$ cat src/rtl/pipe_ctrl.sv
// Pipeline control for the 5-stage core: stall arbitration, exception
// flush sequencing, stall watchdog and stall-cycle performance counter.
module pipe_ctrl #(
  parameter int unsigned MAX_STALL = 255,
  parameter int unsigned WD_W      = 8,
  parameter int unsigned PERF_W    = 32
) (
  input  logic              clk,
  input  logic              rst,
  input  logic              stallreq_if,
  input  logic              stallreq_id,
  input  logic              stallreq_ex,
  input  logic              stallreq_mem,
  input  logic              excp_valid,
  input  logic              excp_eret,
  input  logic [31:0]       excp_base,
  input  logic [31:0]       epc,
  output logic [5:0]        stall,
  output logic              flush,
  output logic [31:0]       new_pc,
  output logic              new_pc_valid,
  output logic              stall_timeout,
  output logic [PERF_W-1:0] stall_cycles
);

  typedef enum logic {
    RUN   = 1'b0,
    FLUSH = 1'b1
  } state_t;

  localparam logic [WD_W-1:0] WD_MAX  = WD_W'(MAX_STALL);
  localparam logic [WD_W-1:0] WD_LAST = WD_W'(MAX_STALL - 1);

  state_t            state;
  state_t            state_nxt;
  logic [5:0]        stall_dec;
  logic [3:0]        win;
  logic [WD_W-1:0]   wd_cnt;

  // one-hot winner: a stage's request only counts if no later stage asks
  assign win[3] = stallreq_mem;
  assign win[2] = stallreq_ex & ~stallreq_mem;
  assign win[1] = stallreq_id & ~stallreq_ex & ~stallreq_mem;
  assign win[0] = stallreq_if & ~stallreq_id
                & ~stallreq_ex & ~stallreq_mem;

  always_comb begin
    stall_dec = 6'b000000;
    unique case (1'b1)
      win[3]:  stall_dec = 6'b011111;
      win[2]:  stall_dec = 6'b001111;
      win[1]:  stall_dec = 6'b000111;
      win[0]:  stall_dec = 6'b000011;
      default: stall_dec = 6'b000000;
    endcase
  end

  always_ff @(posedge clk or posedge rst) begin
    if (rst) state <= RUN;
    else     state <= state_nxt;
  end

  always_comb begin
    state_nxt    = state;
    stall        = 6'b000000;
    flush        = 1'b0;
    new_pc       = 32'h0;
    new_pc_valid = 1'b0;
    unique case (state)
      RUN: begin
        if (excp_valid) begin
          flush        = 1'b1;
          new_pc_valid = 1'b1;
          new_pc       = excp_eret ? epc : excp_base;
          state_nxt    = FLUSH;
        end else begin
          stall = stall_dec;
        end
      end
      FLUSH: begin
        // only bubbles in flight; fetch wait is the sole hold that matters
        stall     = stallreq_if ? 6'b000011 : 6'b000000;
        state_nxt = RUN;
      end
      default: state_nxt = RUN;
    endcase
  end

  always_ff @(posedge clk or posedge rst) begin
    if (rst) begin
      wd_cnt        <= '0;
      stall_timeout <= 1'b0;
    end else if (!stall[0]) begin
      wd_cnt <= '0;
    end else begin
      if (wd_cnt != WD_MAX) wd_cnt <= wd_cnt + 1'b1;
      if (wd_cnt == WD_LAST) stall_timeout <= 1'b1;
    end
  end

  always_ff @(posedge clk or posedge rst) begin
    if (rst)
      stall_cycles <= '0;
    else if (stall[0] && stall_cycles != {PERF_W{1'b1}})
      stall_cycles <= stall_cycles + 1'b1;
  end

endmodule

$ cat config.mk
export PLATFORM = sky130hd
export DESIGN_NAME = pipe_ctrl
export DESIGN_NICKNAME = d
export VERILOG_FILES = /design/src/rtl/pipe_ctrl.sv
export SDC_FILE = /design/constraint.sdc
export NUM_CORES = 1
export LEC_CHECK = 0
export CELL_PAD_IN_SITES_DETAIL_PLACEMENT = 1
export CELL_PAD_IN_SITES_GLOBAL_PLACEMENT = 1
export CORE_MARGIN = 2
export CORE_UTILIZATION = 25
export CTS_CLUSTER_SIZE = 20
export DETAILED_ROUTE_END_ITERATION = 10
export HOLD_SLACK_MARGIN = 0.06
export PLACE_DENSITY = 0.88
export SLEW_MARGIN = 20
export SYNTH_ARGS = -nofsm -noshare
export SYNTH_HDL_FRONTEND = slang
export SYNTH_SLANG_ARGS = --single-unit
export TNS_END_PERCENT = 10
$ cat constraint.sdc
create_clock -name clk -period 1.7 [get_ports clk]
set_input_delay 0.255 -clock clk [delete_from_list [all_inputs] [get_ports clk]]
set_output_delay 0.255 -clock clk [all_outputs]
set_load 0.01 [all_outputs]
# After elaboration in Yosys (flattened, before gate mapping)

Cells that the tools add are included.

Add/subtract/negate cells: 2
$mul: 0
Div/mod/pow operators: 0
Order comparisons: 0
Equal/unequal tests: 4
Shift operators: 0
Muxes and demuxes: 12
Bitwise gates (word level): 10
Reduce and logical (&&, ||, !) cells: 2

Operators by type and width:

| cell                                                            | count |
|---|---|
| 32-bit 2-to-1 mux                                               | 3 |
| 32-bit by 1-bit adder with 32-bit output, second input constant | 1 |
| 32-bit != test, second input constant                           | 1 |
| 5-bit case mux with 4 select lines                              | 1 |
| 8-bit 2-to-1 mux                                                | 2 |
| 6-bit case mux with 2 select lines                              | 1 |
| 8-bit by 1-bit adder with 8-bit output, second input constant   | 1 |
| 8-bit == test, second input constant                            | 1 |
| 8-bit != test, second input constant                            | 1 |
| 1-bit bitwise AND                                               | 6 |
| 6-bit 2-to-1 mux                                                | 1 |
| 1-bit inverter                                                  | 4 |
| 1-bit 2-to-1 mux                                                | 2 |
| 2-bit 2-to-1 mux                                                | 1 |
| 2-bit by 1-bit != test with 1-bit output, second input constant | 1 |
| 1-bit case mux with 2 select lines                              | 1 |
| 2-bit AND reduction                                             | 1 |
| 1-bit logical AND                                               | 1 |

Register bits after elaboration: 42
Bits in latches: 0
Bits in writable memories: 0
ROM bits: 0
Bits of input ports: 72
Output and inout port bits: 73
Logic and storage cells: 34
Memories: 0

# Logic depth before layout (Yosys ltp)

Depth in word-level cells: 8
Gate-level depth with buffers: 7
Depth with buffers taken out: 6

# Least setup slack after synthesis

OpenSTA, ideal clock, no wires.

Kind: reg2reg
Start: register stall_cycles[0]
End: register stall_cycles[1]
Library setup time: 125 ps
Arrival time: 1771 ps
Data required time: 1575 ps
Path slack: -195 ps
Cell stages (with the launch flop): 6
Path buffers: 0
Period minus slack after synthesis: 1895 ps
Path through: dfrtp_1 -> ha_1 -> and2_2 -> and3_2 -> a31oi_2 -> mux2_2

Longest elaborated chain between the ends: 2
Elaborated cells between the ends (all ways): 3
Classes of those cells: add/sub: 1; eq/ne: 1; reduce/logical: 1

Ends and longest elaborated chain:

| element                                                                                          | line | text |
|---|---|---|
| from (decl)                                                                                      | 23   | `output logic [PERF_W-1:0] stall_cycles` |
| from (signal assigned)                                                                           | 105  | `stall_cycles <= stall_cycles + 1'b1;` |
| parallel branches: the longest is 2 deep, another holds 32-bit by 1-bit adder with 32-bit output | --   |  |

Parallel ways; which one is timed is not known.
A chain may end at the register's enable or synchronous reset.

# Worst setup path after layout

Start: register state
End: register stall_cycles[14]

Longest elaborated chain between the ends: 3

Ends and longest elaborated chain:

| element                                | line | text |
|---|---|---|
| from (decl)                            | 34   | `state_t state;` |
| from (signal assigned)                 | 60   | `else state <= state_nxt;` |
| 1-bit inverter                         | --   |  |
| 6-bit case mux with 2 select lines (*) | 69   | `unique case (state)` |
| 1-bit logical AND (*)                  | 104  | `else if (stall[0] && stall_cycles != {PERF_W{1'b1}})` |

Every way passes the cells marked *; elsewhere a longest branch is shown, timed or not.

==> out/metrics.yaml <==
finalHoldViolations: 0
finalCriticalPeriod_ns: 1.84
grt_pass1_vias: 3308
clkTransAtPathRegs_ns: 0.09
muxShareOfSynthArea_pct: 13.3
syn_area_per_cell_sq_um: 9.56
setup_viol: 23
synth_fp_nets: 348
io_pins: 145
clkPwrFrac_pct: 24.5
holdCritPathClass: "input pin to asynchronous set/reset pin"
whs_ns: 0.320
cp.required_ns: 1.90
finalNonFillerCells: 617
gp_congestion: 0.794
die_h_um: 106
rows: 37
cap_viol_max_count: 0
timing.final.crit_share_pct: 108
antenna_found_initial: 0
grt_setup_unrepaired: "true"
switching_share_pct: 31.3
grt-ovfl-total: 0
cts_tree: "done"
nets: 555
nFillCells: 1162
cp.arrival_ns: 2.04
vias: 3009
r2r_cells: 8
power_leakage_nw: 2.26
fmax_ghz: 0.544
comb_power_share_pct: 39.8
yosys.area_share.xor_xnor_pct: 10.1
numCtsBuffers: 5
power_w: 0.00331
ir_worst_vdd_v: 0.000337
synth_fa_ha_area_share_pct: 1.44
dp_cells: 601
ant_nets: 0
crit_buf_inv: 3
ys_warn_count: 0
synth_top_cell_by_area: "dfrtp_1"
synth_top_area_share_pct: 40.3
synth_top_family_by_area: "simple AND/OR/NAND/NOR gates"
end_kind: "flop"
first_pass_iters: 4
criticalPathCategory: "flop to flop"
p_switching_w: 0.00104
drc_errors: 0
power.internal_w: 0.00228
layout_common_cells: "clkdlybuf4s50_1, buf_4, nor2_1, dfrtp_1, mux2i_1"
synth.cell_area_sq_um: 2610
reg2reg_to: "stall_cycles[14]$_DFFE_PP0P_"
grt_max_degree: 43
wire_per_inst_um: 18.3
drtIter0Drc: 127
crit_slowest_cell: "dfrtp_1"
htreeDepth: 2
drt-total-wl_um: 11300
start_util_pct: 25.5
yosysUniqueCellTypes: 45
grt_usage_pct: 18.5
grt_pass1_wl_um: 16700
cts.path.max_buffers: 2
failed_checks: "setup timing"
maxSlewViolCount: 0
synth_edf_count: 0
viasPerCell: 4.88
start_kind: "flop"
multi_input_area_sq_um: 1570
skew_ns: 0.00982
layout_setup_ws_ns: -0.138
final_common_cell: "clkdlybuf4s50_1"
seq_area_frac_synth_pct: 40.3
core-area_sq_um: 10200
rrSetupSlack_ns: -0.14
power.density_nw_per_um2: 686
r2r_start: "state$_DFF_PP0_"
cts_root_buf: "clkbuf_8"
crit_fanout: 5
numPortBuffers: 143
synth_top_flop_cell: "dfrtp_1"
syn_to_final_growth_pct: 85.2
synth-simple-area-share_pct: 25.7
yosys-top-cells-area: "dfrtp_1, mux2i_1, xnor2_1, nor2_1, nand3_1"
synth-seq-cells: 42
clock_sinks: 42
cp_slowest_stage_delay_ns: 0.42
pwr-share-seq_pct: 35.7
critical_path.cell_chain: "buf_6 -> nand2b_4 -> nand3_4 -> buf_12 -> a2111oi_4 -> buf_4 -> nand4_1 -> xnor2_1"
synth_compound_area_share_pct: 5.56
die_w_um: 106
seqCellArea_sq_um: 1050
antennaDiodeCount: 0
setup_tns_ns: -1.58
synth-async-reset-ratio_pct: 100
drive_above_1_share_pct: 30.1
hpwl_um: 8010
die_area_sq_um: 11300
status: "complete, but fails checks"
insertion_delay_ns: 0.31
synth_cells: 273
cp_top_family: "buffers and inverters"
-- final cells by class --
| type | count | share of cell area, % |
|---|---|---|
| Clock buffer | 5 | 1.42 |
| Clock inverter | 3 | 0.829 |
| Inverter | 6 | 0.466 |
| Multi-Input combinational cell | 211 | 32.5 |
| Sequential cell | 42 | 21.8 |
| Tap cell | 136 | 3.52 |
| Timing Repair Buffer | 214 | 39.5 |
-- cells in the mapped netlist (all sizes together) (3+ instances only) --
cell / count
inv: 6
nor2: 43
dfrtp: 42
nor3: 6
ha: 3
clkbuf: 4
a211oi: 3
a31oi: 5
nand4: 14
and4: 5
xor2: 4
nand2: 16
nand3: 23
buf: 10
xnor2: 26
and3: 8
mux2i: 32
-- flip-flops by register name (all words and copies together), names as in the netlist --
register	count
wd_cnt	8
state	1
stall_cycles	32
stall_timeout	1
-- how the worst max path moves through the flow --
| stage | from | to | slack [ns] | cells past startpoint |
|---|---|---|---|---|
| CTS | stallreq_mem | stall[0] | -0.20 | 5 |
| finish | state$_DFF_PP0_ | stall_cycles[14]$_DFFE_PP0P_ | -0.14 | 8 |
| global route | state$_DFF_PP0_ | stall_cycles[14]$_DFFE_PP0P_ | -0.21 | 8 |
| global placement | stallreq_mem | stall[0] | -0.56 | 5 |
| detailed placement | stallreq_mem | stall[0] | -0.56 | 5 |
| floorplan | stall_cycles[10]$_DFFE_PP0P_ | stall_cycles[24]$_DFFE_PP0P_ | -0.19 | 5 |
-- tightest hold or removal path, stage by stage --
cell	delay [ns]
clkdlybuf4s50_1	0.40
inv_1	0.10
buf_12	0.25
-- kinds of logic after synthesis --
group,Yosys count
XOR/XNOR,30
AND/OR/NAND/NOR,125
multiplexers,34
flip-flops,42
other,1
AO/OA/AOI/OAI,18
buffers and inverters,20
adder cells (fa/ha/maj),3
-- per-layer routing --
layer	GRT usage (%)	up-vias	wire, um
li1	-	1378	-
met1	21.0	1503	4220
met2	35.3	101	6240
met3	3.56	27	505
met4	4.32	0	312
met5	0	-	0
-- what timing repair did --
action	in CTS	in global routing
gates cloned	0	1
pin swaps	10	16
resized for setup	84	69
hold buffers	0	0
setup buffers	1	6
endpoints found under the hold margin	0	0
setup endpoints to repair	73	74
-- per-stage QoR --
stage / area [sq um] / utilization, % / setup WS (ns)
after floorplan: 2620 / - / -0.191
after global placement: 4670 / 45.6 / -0.557
after detailed placement: 4670 / 45.6 / -0.562
after CTS: 4840 / 47.3 / -0.200
after global routing: 4830 / 47.2 / -0.215
final: 4830 / 47.2 / -0.138
-- power groups by stage --
stage,Sequential (W),Clock [W],Combinational (W)
2_1_floorplan,0.00126,0,0.000362
3_3_place_gp,0.00118,0,0.00120
3_5_place_dp,0.00119,0,0.00125
4_1_cts,0.00117,0.000807,0.00126
5_1_grt,0.00119,0.000849,0.00143
6_report,0.00118,0.000812,0.00132
No activity file was read; power rests on OpenSTA's default activity.
